<file path="config.mk">
export PLATFORM = sky130hd
export DESIGN_NAME = memref_rr_arbiter
export DESIGN_NICKNAME = d
export VERILOG_FILES = /design/src/rtl/memref_rr_arbiter.sv
export SDC_FILE = /design/constraint.sdc
export NUM_CORES = 1
export LEC_CHECK = 0
export ABC_AREA = 1
export CORE_AREA = 2 2 103 105
export DETAILED_ROUTE_END_ITERATION = 12
export DIE_AREA = 0 0 105 107
export GPL_ROUTABILITY_DRIVEN = 0
export PLACE_DENSITY = 0.82
export SLEW_MARGIN = 20
export SYNTH_ARGS = -nofsm -noshare
export SYNTH_HDL_FRONTEND = slang
export SYNTH_SLANG_ARGS = --single-unit
</file>
<file path="constraint.sdc">
create_clock -name clk -period 7 [get_ports clk]
set_clock_uncertainty 0.2 [all_clocks]
set_input_delay 0.7 -clock clk [delete_from_list [all_inputs] [get_ports clk]]
set_output_delay 0.7 -clock clk [all_outputs]
set_load 0.03 [all_outputs]
</file>
<file path="src/rtl/memref_rr_arbiter.sv">
// Round-robin arbiter giving NREQ requesters shared access to a single-port memory with 1-cycle read latency.
// Optional burst lock is enabled by defining MEMREF_ARB_LOCK_EN.
module memref_rr_arbiter #(
   parameter int WIDTH    = 32,
   parameter int SIZE     = 8,
   parameter int NREQ     = 4,
   parameter int LOCK_MAX = 8,
   localparam int AW      = $clog2(SIZE)
) (
   input  logic                 clk,
   input  logic                 rst,
   input  logic [NREQ-1:0]      req,
   input  logic [NREQ-1:0]      we,
   input  logic [NREQ-1:0]      lock,
   input  logic [NREQ*AW-1:0]   addr,
   input  logic [NREQ*WIDTH-1:0] wdata,
   output logic [NREQ-1:0]      grant,
   output logic [NREQ-1:0]      rvalid,
   output logic [WIDTH-1:0]     rdata,
   output logic                 mem_rd_en,
   output logic                 mem_wr_en,
   output logic [AW-1:0]        mem_addr,
   output logic [WIDTH-1:0]     mem_din,
   input  logic [WIDTH-1:0]     mem_dout,
   input  logic                 mem_dout_valid,
   output logic                 err
);

   localparam int PW = $clog2(NREQ);

   logic [PW-1:0] ptr;
   logic [PW-1:0] owner;
   logic [PW-1:0] win;
   logic [PW-1:0] ptr_nxt;
   logic          win_any;
   logic          gnt_any;
   logic          locked;
   logic          rd_pend;
   logic          skip_stale;
   logic [PW:0]   idx;

`ifdef MEMREF_ARB_LOCK_EN
   localparam int CW = $clog2(LOCK_MAX + 1);
   logic [PW-1:0] last_g;
   logic          last_valid;
   logic [CW-1:0] lock_cnt;
`else
   logic          unused_lock;
   assign unused_lock = ^lock;
`endif

   // Scan from ptr upward; iterating high-to-low offsets lets the nearest requester overwrite.
   always_comb begin
      win     = '0;
      win_any = 1'b0;
      locked  = 1'b0;
      idx     = '0;
      for (int k = NREQ - 1; k >= 0; k--) begin
         idx = {1'b0, ptr} + (PW+1)'(k);
         if (idx >= (PW+1)'(NREQ))
            idx = idx - (PW+1)'(NREQ);
         if (req[idx[PW-1:0]]) begin
            win     = idx[PW-1:0];
            win_any = 1'b1;
         end
      end
`ifdef MEMREF_ARB_LOCK_EN
      if (last_valid && req[last_g] && lock[last_g] && (lock_cnt < CW'(LOCK_MAX))) begin
         win     = last_g;
         win_any = 1'b1;
         locked  = 1'b1;
      end
`endif
   end

   assign gnt_any   = win_any & ~rst;
   assign grant     = gnt_any ? (NREQ'(1) << win) : '0;
   assign mem_rd_en = gnt_any & ~we[win];
   assign mem_wr_en = gnt_any & we[win];
   assign mem_addr  = gnt_any ? addr[win*AW +: AW] : '0;
   assign mem_din   = gnt_any ? wdata[win*WIDTH +: WIDTH] : '0;
   assign ptr_nxt   = (win == PW'(NREQ - 1)) ? '0 : win + 1'b1;

   assign rvalid = (rd_pend && mem_dout_valid) ? (NREQ'(1) << owner) : '0;
   assign rdata  = mem_dout;

   // skip_stale masks the response of a read that was in flight when reset hit.
   always_ff @(posedge clk or posedge rst) begin
      if (rst) begin
         ptr        <= '0;
         owner      <= '0;
         rd_pend    <= 1'b0;
         err        <= 1'b0;
         skip_stale <= 1'b1;
      end else begin
         skip_stale <= 1'b0;
         rd_pend    <= mem_rd_en;
         if (mem_rd_en)
            owner <= win;
         if (gnt_any && !locked)
            ptr <= ptr_nxt;
         if (mem_dout_valid && !rd_pend && !skip_stale)
            err <= 1'b1;
      end
   end

`ifdef MEMREF_ARB_LOCK_EN
   always_ff @(posedge clk or posedge rst) begin
      if (rst) begin
         last_g     <= '0;
         last_valid <= 1'b0;
         lock_cnt   <= '0;
      end else begin
         last_valid <= gnt_any;
         if (gnt_any) begin
            last_g <= win;
            if (last_valid && (win == last_g))
               lock_cnt <= (lock_cnt == CW'(LOCK_MAX)) ? lock_cnt : lock_cnt + 1'b1;
            else
               lock_cnt <= CW'(1);
         end
      end
   end
`endif

endmodule

</file>
==> Word level (Yosys, flattened, before mapping) <==
Cells that the tools add are included.
{ "classes": {"reduce_logical": 5, "n_eq_ne": 1, "shift": 4, "n_addsub": 8, "bitwise_logic": 5, "order_cmp": 9, "mux": 27, "mul": 1} }
{ "ops": {"columns": ["operator", "n"], "rows": [
  ["128-bit by 8-bit variable part select with 32-bit output", 1],
  ["32-bit two-way mux", 1],
  ["2-bit two-way mux", 9],
  ["2-bit by 3-bit less-than comparator with 1-bit output, second input constant", 5],
  ["12-bit by 5-bit variable part select with 3-bit output", 1],
  ["1-bit binary-select mux with 2-bit select", 5],
  ["3-bit greater-or-equal comparator, second input constant", 3],
  ["1-bit two-way mux", 9],
  ["4-bit two-way mux", 2],
  ["1-bit by 2-bit left shift with 4-bit output, first input constant", 2],
  ["2-bit by 1-bit subtractor with 2-bit output, second input constant", 4],
  ["2-bit by 2-bit adder with 3-bit output, second input constant", 2],
  ["2-bit by 2-bit multiplier with 4-bit output, second input constant", 1],
  ["2-bit by 1-bit adder with 3-bit output, second input constant", 1],
  ["1-bit AND", 3],
  ["2-bit by 3-bit greater-or-equal comparator with 1-bit output, second input constant", 1],
  ["1-bit logical AND", 3],
  ["3-bit two-way mux", 1],
  ["2-bit by 1-bit adder with 2-bit output, second input constant", 1],
  ["2-bit equality test, second input constant", 1],
  ["1-bit zero test", 2],
  ["1-bit NOT", 2]
]} }
{ "word_totals": {"out_inout_bits": 78, "register_bits": 7, "wordCells": 65, "inputBits": 187} }

==> Depth between registers and ports, before layout <==
Gate-level depths: netlist (run 1).
{ "depth": {"depth_word": 13, "depth_mapped": 15, "mapped_depth_nobuf": 13} }

==> Worst setup path after synthesis (run 1) <==
Ideal clock, no wire load.
{ "synth_timing": {"path_kind": "input -> output", "from": "in req[1]", "to": "out grant[0]", "arrival_ps": 2346, "path_slack_ps": 3754, "t_required_ps": 6100, "path_buffers": 3, "cell_stages": 14, "path_cell_list": "clkinv_1 > o21ai_2 > nand2_2 > nand3_2 > nand2_1 > nand2_2 > nand2_4 > buf_8 > buf_8 > buf_8 > inv_2 > ha_1 > inv_1 > nor2_1"} }
{ "synth_between": {"elab_chain_len": 8, "elab_cells_between_ends": 19, "cone_classes": "shift: 1; mux: 17; bitwise: 1"} }
{ "synth_rtl": {"columns": ["element", "line", "text"], "rows": [
  ["start: declaration", "12", "input logic [NREQ-1:0] req,"],
  ["1-bit binary-select mux with 2-bit select", "62", "if (req[idx[PW-1:0]]) begin"],
  ["1-bit two-way mux (not written as such)", "62", null],
  ["2-bit two-way mux (3 in a row)", "62", null],
  ["2-bit two-way mux *", "62", null],
  ["named net win[0]", "33", "logic [PW-1:0] win;"],
  ["1-bit by 2-bit left shift with 4-bit output *", "77", "assign grant = gnt_any ? (NREQ'(1) << win) : '0;"],
  ["4-bit two-way mux *", "77", null],
  ["end: declaration", "17", "output logic [NREQ-1:0] grant,"]
]} }
Mark *: on every way through the listed nets, which the timed path passes. The rest lies on a longest branch. The select of a mux whose other input is x is not followed.

==> Worst setup path after layout (run 1) <==
{ "layout_timing": {"from": "in req[3]", "to": "out mem_din[19]"} }
{ "layout_between": {"elab_chain_len": 8, "elab_cells_between_ends": 19, "cone_classes": "shift: 1; mux: 17; bitwise: 1"} }
{ "layout_rtl": {"columns": ["element", "line", "text"], "rows": [
  ["1-bit binary-select mux with 2-bit select", "62", null],
  ["1-bit two-way mux (not written as such)", "62", null],
  ["2-bit two-way mux or 1-bit two-way mux (tied branches) (4 in a row)", "62", null],
  ["128-bit by 8-bit variable part select with 32-bit output or 1-bit AND (tied branches)", "81, 76", null],
  ["32-bit two-way mux *", "81", "assign mem_din = gnt_any ? wdata[win*WIDTH +: WIDTH] : '0;"],
  ["end: declaration", "23", "output logic [WIDTH-1:0] mem_din,"]
]} }
Mark *: on every way between the ends. The rest lies on a longest branch, timed or not. The select of a mux whose other input is x is not followed.

==> results.md, run 1 <==
- The final net count is 781.
- The clock sink count is 7.
- Of the post-synthesis cell area, the dominant cell type holds 21.2%.
- The finished cells cover 0.00421 mm2.
- The slowest stage cell on the critical path is sky130_fd_sc_hd__nand2_4.
- The CTS tree is yes.
- The yosys synthesis warning count is 0.
- The sum of negative setup slack is 0 ns.
- The sequential power share is 3.7%.
- Pin placement for this block handled 265 I/O pins.
- The clock root buffer master is sky130_fd_sc_hd__clkbuf_8.
- Across all register-to-register paths, the minimum setup slack is 3.97 ns.
- The number of placed cells counting well taps is 721.
- The final-report max-slew violation count is 0.
- sky130_fd_sc_hd__a21oi_1 takes more of the synthesized area than any other cell.
- The critical path goes through clkdlybuf4s50_1 > clkinv_1 > nand2_1 > nand3_1 > nand2_1 > clkinv_1 > nand2_1 > nand2_2 > nand2_4 > buf_4 > or2_1 > nand2_1 > a21oi_1 > clkdlybuf4s50_1.
- The maximum number of pins on one net before global-route repair is 110.
- After global routing the overflow that remains totals 0.
- The number of global-route vias before repair was 2825.
- The top achievable clock speed is 198 MHz.
- The worst-case vdd ir drop is 0.349 mV.
- Counting distinct cell types in the post-synthesis netlist gives 32.
- The pre-antenna-repair detailed-routing pass consisted of 4 iterations.
- The net count of the mapped netlist is 638.
- At the worst endpoint, the arrival time is 4.16 ns.
- The worst hold path class is reg2reg.
- Setup repair after global routing left no endpoint under its margin.
- The sort of element at the end of the critical path is an output port.
- The total power after layout is 2.20 mW.
- The post-route netlist has 4.41% of its cells at a drive strength greater than 1.
- Cells fill 41.7% of the core in the end.
- The max-cap violation count is 0.
- The floorplan step set the die height to 107 um.
- For this design the static power due to leakage is 1.92 nW.
- The post-synthesis to final-layout area growth is 69.9%.
- Hold repair after CTS inserted 0 buffers.
- Port buffering added 196 buffers.
- Counting I/O delays and the setup requirement, the final critical path takes 5.06 ns.
- Once detailed placement completed, the half-perimeter wirelength came to 6690 um.
- Summing the sequential cell areas from Yosys gives 7.11% of the chip area.
- At the pin with the least slew margin, the transition time is 0.998 ns.
- Setup violations remaining at the end of the flow were counted as 0.
- In this run the number of H-tree levels came out at 1.
- The floorplan has 37 rows.
- Leaving out fill and tap cells, the most frequent cells in the layout are sky130_fd_sc_hd__clkdlybuf4s50_1 (196), sky130_fd_sc_hd__a21oi_1 (105), sky130_fd_sc_hd__inv_1 (88).
- The commonest non-fill, non-tap cell in the layout is sky130_fd_sc_hd__clkdlybuf4s50_1.
- For the worst setup path, the data required time is 6.10 ns.
- The dominant delay contributor by cell family on the critical path is buffers and inverters.
- The run finished with clean final reports.
- The die area is 0.0112 mm2.
- The sum of buffers and inverters on the critical path is 5.
- Excluding fillers, the count of instances in the completed layout stands at 725.
- The maximum count of clock buffers along a single path is 2.
- The part of the power in combinational logic is 93.7%.
- The global routing usage summed across all routing layers is 14.1%.
- Along the worst path, the maximum fanout reaches 109.
- The cell that appears most often on the critical path is sky130_fd_sc_hd__nand2_1.
- The cell area reported after detailed placement is 0.00417 mm2.
- The number of diodes added for antenna fixing is 0.
- The launching element type of the critical path is an input port.
- In this run the post-CTS setup repair buffer count came out at 0.
- The final number of hold-violating endpoints was 0.
- The via total after detailed routing is 3149.
- The placeable core area is 0.0101 mm2.
- Power spread over the standard cell area amounts to 522 mW/mm2.
- The clock share of power is 2.6%.
- The switching portion of total power is 60.4%.
- The detail route stage leaves a number of antenna-violating nets equal to 0.
- In this run, synthesis produced a sequential element count of 7.
- For this run, the slowest stage of the critical path takes 0.75 ns.
- The post-synthesis instance area is 0.00248 mm2.
- The number of CTS-inserted buffers is 3.
- After synthesis, the cell types taking the most area are sky130_fd_sc_hd__a21oi_1 (21%), sky130_fd_sc_hd__inv_1 (13%), sky130_fd_sc_hd__buf_4 (9.7%), sky130_fd_sc_hd__nand2_1 (8.9%), sky130_fd_sc_hd__or2_1 (7.3%).
- In the final routed layout, each cell accounts on average for 12.0 um.
- Clock-pin slew was measured on the worst setup and hold paths at 0.04 ns.
- In the routed design, unresolved DRC markers number 0.
- The number of antenna violations at the first check in global routing was 0.
- The internal power component is 872 uW.
- The final critical path takes up 72.3% of the cycle.
- The starting utilization of the core area is 24.6%.
- In this run, the number of DRC markers left after iteration 0 of detailed routing was 210.
- Measured against its own limit, the worst slew margin works out to 33.5%.
- Synthesis handed over a netlist of 447 instances.
- The total wire length after detailed routing is 8700 um.
- Post-CTS repair changed the size of 0 cells.
- The via count normalized by instance count is 4.34.
- The wire length of the first global-routing pass is 13100 um.
- The latest clock arrival within the worst-skew pair is 0.23 ns.
- The critical path in this run is classified as in2out.
- For this design the total switching power over the nets is 1.33 mW.
- Averaged over all synthesized cells, the footprint is 5.55 um2.
- The horizontal extent of the die is 105 um.
-- cell type report --
cell class	instances	area, um2
Multi-Input combinational cell	286	1490
Fill cell	1055	5880
Clock buffer	4	45.0
Sequential cell	7	176
Tap cell	136	170
Timing Repair Buffer	199	1980
Inverter	93	349
-- logic make-up (layout without fill, tap and decap cells) --
| kind of cell | Yosys count | after routing | synth area share (%) |
|---|---|---|---|
| buf+inv | 154 | 296 | 32.9 |
| compound gates | 145 | 145 | 29.9 |
| simple gates | 135 | 135 | 27.3 |
| flops | 7 | 7 | 7.11 |
| fa+ha+maj | 4 | 4 | 2.02 |
| other cells | 1 | 1 | 0.151 |
| xor+xnor | 1 | 1 | 0.656 |
-- worst register-to-register path, cell delays in order (launching register included) --
cell	delay [ns]
sky130_fd_sc_hd__dfrtp_1	0.68
sky130_fd_sc_hd__inv_1	0.16
sky130_fd_sc_hd__nand2_1	0.14
sky130_fd_sc_hd__nand3_1	0.10
sky130_fd_sc_hd__nand2_1	0.10
sky130_fd_sc_hd__nand3_2	0.09
sky130_fd_sc_hd__nand2_1	0.09
sky130_fd_sc_hd__nand2_2	0.10
sky130_fd_sc_hd__nand2_4	0.75
sky130_fd_sc_hd__ha_1	0.38
sky130_fd_sc_hd__nand2_1	0.06
sky130_fd_sc_hd__o21ai_0	0.08
-- synthesized netlist by cell type --
library cell               instances
sky130_fd_sc_hd__nand3_1          17
sky130_fd_sc_hd__nor3b_1           1
sky130_fd_sc_hd__nand2_4           1
sky130_fd_sc_hd__inv_1            88
sky130_fd_sc_hd__dfstp_2           1
sky130_fd_sc_hd__or2_0             6
sky130_fd_sc_hd__a31oi_2           1
sky130_fd_sc_hd__nand2_2           6
sky130_fd_sc_hd__or2_1            29
sky130_fd_sc_hd__nand3_2           4
sky130_fd_sc_hd__dfrtp_1           6
sky130_fd_sc_hd__o21ai_1          35
sky130_fd_sc_hd__o21ai_2           2
sky130_fd_sc_hd__or2_2             1
sky130_fd_sc_hd__nand2_1          59
sky130_fd_sc_hd__clkbuf_2          1
sky130_fd_sc_hd__ha_1              4
sky130_fd_sc_hd__buf_4            32
sky130_fd_sc_hd__buf_8             3
sky130_fd_sc_hd__o21ai_0           2
sky130_fd_sc_hd__xnor2_2           1
sky130_fd_sc_hd__nor2_1            6
sky130_fd_sc_hd__a21oi_1         105
sky130_fd_sc_hd__nor2_2            1
sky130_fd_sc_hd__buf_2             6
sky130_fd_sc_hd__nor3_1            4
sky130_fd_sc_hd__inv_2             2
sky130_fd_sc_hd__buf_6            10
sky130_fd_sc_hd__clkbuf_1          8
sky130_fd_sc_hd__buf_1             1
sky130_fd_sc_hd__clkinv_1          3
sky130_fd_sc_hd__conb_1            1
-- sequential cells by signal (all words and copies together), names as in the netlist --
| register | cells |
|---|---|
| err | 1 |
| owner | 2 |
| ptr | 2 |
| rd_pend | 1 |
| skip_stale | 1 |
-- through the flow --
step	setup slack [ns]	hold slack, ns
floorplan	3.75	0.285
global placement	1.98	0.248
detailed placement	1.94	0.262
CTS	1.94	0.271
global route	1.64	0.300
finish	1.94	0.266
-- power by group through the flow --
stage / registers [mW] / clock network, mW / logic [mW]
after global routing: 0.0850 / 0.0600 / 2.28
after floorplan: 0.0677 / 0 / 1.64
after global placement: 0.0826 / 0 / 2.05
after detailed placement: 0.0827 / 0 / 2.07
final: 0.0824 / 0.0573 / 2.06
after CTS: 0.0822 / 0.0578 / 2.07
-- final timing paths --
path,cells past startpoint,end,startpoint
max in group asynchronous,2,skip_stale,rst
hold / removal,1,err,err
hold reg to reg,1,err,err
setup / recovery,14,mem_din[19],req[3]
setup reg to reg,11,ptr[1],ptr[0]
min in group asynchronous,2,ptr[1],rst
-- routing by layer --
layer	track usage, %	part of all wire (%)
met1	15.9	40
met2	26.1	49
met3	3.40	8.8
met4	4.57	2.1
met5	0	0
Power figures use the tool's default switching activity.
==> run 2, diff against run 1 <==
--- a/config.mk
+++ b/config.mk
@@ -6,11 +6,11 @@
 export NUM_CORES = 1
 export LEC_CHECK = 0
 export ABC_AREA = 1
-export CORE_AREA = 2 2 103 105
+export CORE_AREA = 2 2 104 106
 export DETAILED_ROUTE_END_ITERATION = 12
-export DIE_AREA = 0 0 105 107
+export DIE_AREA = 0 0 106 108
 export GPL_ROUTABILITY_DRIVEN = 0
-export PLACE_DENSITY = 0.82
+export PLACE_DENSITY = 0.84
 export SLEW_MARGIN = 20
 export SYNTH_ARGS = -nofsm -noshare
 export SYNTH_HDL_FRONTEND = slang
==> constraint.sdc (replaced) <==
create_clock -name clk -period 4.22 [get_ports clk]
set_clock_uncertainty 0.2 [all_clocks]
set_input_delay 0.422 -clock clk [delete_from_list [all_inputs] [get_ports clk]]
set_output_delay 0.422 -clock clk [all_outputs]
set_load 0.03 [all_outputs]
==> results.md, run 2 (same netlist as run 1, synthesis figures left out) <==
- The smallest clock period supported by the final layout is computed as 3.86 ns.
- The global routing usage summed across all routing layers came to 14.4% (+0.30 points).
- The proportion of layout cells with a drive suffix above 1 is 6.81% (+2.4 points).
- The net switching component of the power came to 2.23 mW (+68%).
- The final-report max-slew violation count came to 0 (unchanged).
- The via total after detailed routing came to 3212 (+2.0%).
- The worst-case vdd ir drop was 0.405 mV (+16%).
- The area growth from synthesis to layout is 74.6%.
- The number of I/O port buffers came to 196 (unchanged).
- The number of diodes added for antenna fixing is 0 (unchanged).
- The starting utilization of the core area is 24.2% (-0.33 points).
- The final net count is 794 (+1.7%).
- The number of endpoints failing setup at the final stage is 0 (unchanged).
- The horizontal extent of the die was 106 um (+0.95%).
- The starting DRC count in detailed routing is 121 (-42%).
- In the layout the commonest cells are sky130_fd_sc_hd__clkdlybuf4s50_1 (194), sky130_fd_sc_hd__a21oi_1 (105), sky130_fd_sc_hd__inv_1 (88).
- The maximum number of pins on one net before global-route repair is 32 (-71%).
- The worst hold margin was 0.277 ns (+0.0112 ns).
- The die area is 0.0114 mm2 (+1.9%).
- The die height is 108 um (+0.93%).
- The launching element type of the critical path is a register.
- Of the available clock period, the critical path in the final layout requires 91.5%.
- The part of the power in combinational logic is 94.1% (+0.4 points).
- The worst setup path is captured at an output port.
- The met3 track demand over resource in global routing came to 4.16% (+0.75 points).
- The worst hold path class is reg2reg.
- The sequential power share is 3.5% (-0.2 points).
- The total wire length after detailed routing is 8740 um (+0.53%).
- The switching portion of total power is 57.7% (-2.7 points).
- The category of the most critical setup path is reg2out.
- The number of detailed-route iterations in the first pass is 5 (+1).
- The clock share of power is 2.4% (-0.2 points).
- The final antenna-violating net count was 0 (unchanged).
- The layer with the highest usage after global routing is met2.
- The clock transition at the register clock pins on the worst setup and hold paths after CTS is 0.04 ns (about the same).
- The number of antenna violations at the first check in global routing came to 0 (unchanged).
- The count of instances resized after the clock tree is built was 0 (unchanged).
- The leakage power total came to 1.99 nW (+4.0%).
- The data required time at the worst endpoint is 3.60 ns (-2.50 ns).
- The commonest non-fill, non-tap cell in the layout is sky130_fd_sc_hd__clkdlybuf4s50_1.
- The largest registers in the layout are owner: 2 flops, ptr: 2 flops.
- The flow ran to the end, and the final reports show no timing, DRC or antenna violations.
- The clock root buffer master is sky130_fd_sc_hd__clkbuf_8.
- The H-tree depth is 1 (unchanged).
- TritonCTS built the clock tree.
- The global-route track usage on met1 is 15.4% (-0.52 points).
- The number of cell instances on the worst register-to-register path came to 12 (+1).
- The maximum fanout encountered on the critical timing path came to 31 (-72%).
- The top-level port count is 265 (unchanged).
- The sum of overflow across all layers after global routing is 0 (unchanged).
- The fraction of met2 tracks used by global routing is 27.5% (+1.4 points).
- The number of CTS-inserted buffers came to 3 (unchanged).
- The sum of negative setup slack is 0 ns (unchanged).
- The residual DRC count came to 0 (unchanged).
- The number of global-route vias before repair was 2891 (+2.3%).
- The clock sink count was 7 (unchanged).
- The top achievable clock speed is 259 MHz.
- The latest clock arrival within the worst-skew pair was 0.22 ns (about the same).
- The transition time at the pin with the least slew margin is 0.516 ns (-0.481 ns).
- The signal arrival time at the worst endpoint is 3.24 ns (-0.92 ns).
- The maximum count of clock buffers along a single path is 2 (unchanged).
- The count of standard-cell rows is 37 (unchanged).
- The post-CTS setup buffer count is 0 (unchanged).
- The max-cap violation count was 0 (unchanged).
- The number of cells traversed by the worst hold path is 1 (unchanged).
- The placeable core area was 0.0102 mm2 (+1.4%).
- The detailed placer's ending HPWL came to 7130 um (+6.7%).
- The wire length of the first global-routing pass is 13400 um (+1.8%).
- The max-slew headroom at the worst pin was 65.6% (+32 points).
- The routed length per instance is 11.8 um (-1.2%).
- The final number of hold-violating endpoints is 0 (unchanged).
- The via count normalized by instance count is 4.35 (+0.20%).
- The fill cell instance count of the final layout is 1045 (-0.95%).
- Setup repair after global routing left no endpoint under its margin.
- The areal power density over the cells is 893 mW/mm2 (+71%).
- The internal power component is 1.64 mW (+88%).
- The number of hold buffers added after cts is 0 (unchanged).
- The total power after layout is 3.87 mW (+76%).
-- run 2: changes by cell type in the layout (fill, tap and decap cells not counted) --
cell / change
sky130_fd_sc_hd__buf_12: +2
sky130_fd_sc_hd__buf_4: +13
sky130_fd_sc_hd__clkdlybuf4s50_1: -2
-- run 2: critical path, cell delays in order (launching register included) --
cell and delay, ns:
sky130_fd_sc_hd__dfrtp_1 0.66, sky130_fd_sc_hd__inv_1 0.14, sky130_fd_sc_hd__nand2_1 0.13, sky130_fd_sc_hd__nand3_1 0.10, sky130_fd_sc_hd__nand2_1 0.10, sky130_fd_sc_hd__nand3_2 0.08, sky130_fd_sc_hd__nand2_1 0.08, sky130_fd_sc_hd__nand2_2 0.09
sky130_fd_sc_hd__nand2_4 0.34, sky130_fd_sc_hd__buf_12 0.22, sky130_fd_sc_hd__or2_1 0.12, sky130_fd_sc_hd__nand2_1 0.05, sky130_fd_sc_hd__a21oi_1 0.18, sky130_fd_sc_hd__clkdlybuf4s50_1 0.70
-- run 2: worst paths after layout --
check                           startpoint  slack [ns]          end
min in group asynchronous              rst        0.31       ptr[1]
worst max-delay path                ptr[0]        0.36  mem_din[15]
worst min register to register         err        0.28          err
worst max register to register      ptr[0]        1.53       ptr[1]
max in group asynchronous              rst        3.23   skip_stale
worst min-delay path                   err        0.28          err
-- run 2: power by group through the flow --
stage          Combinational, mW  Clock [mW]  Sequential, mW
2_1_floorplan               2.72           0           0.112
3_3_place_gp                3.63           0           0.135
3_5_place_dp                3.67           0           0.136
4_1_cts                     3.68      0.0953           0.135
5_1_grt                     4.05       0.100           0.141
6_report                    3.64      0.0926           0.134
-- run 2: area by class of cell --
class | instances | area, um2 | area share, %
tap | 136 | 170 | 3.93
inverter | 93 | 349 | 8.06
clock buffer | 4 | 45.0 | 1.04
timing repair buffer | 212 | 2100 | 48.5
multi-input combinational | 286 | 1490 | 34.4
sequential | 7 | 176 | 4.07
-- run 2: routing by layer --
| metal | part of all wire (%) | wire, um | up-vias |
|---|---|---|---|
| li1 | - | - | 1681 |
| met1 | 39 | 3390 | 1373 |
| met2 | 50 | 4400 | 138 |
| met3 | 8.8 | 769 | 20 |
| met4 | 2.1 | 186 | 0 |
| met5 | 0 | 0 | - |
-- run 2: stage by stage --
step	setup WS, ns	instance area, um2	std cells	util, %
final	0.361	4330	738	42.3
after CTS	0.311	4330	738	42.3
after global routing	0.0259	4330	738	42.3
after global placement	0.453	4290	734	41.9
after detailed placement	0.416	4290	734	41.9
after floorplan	1.48	2480	447	-
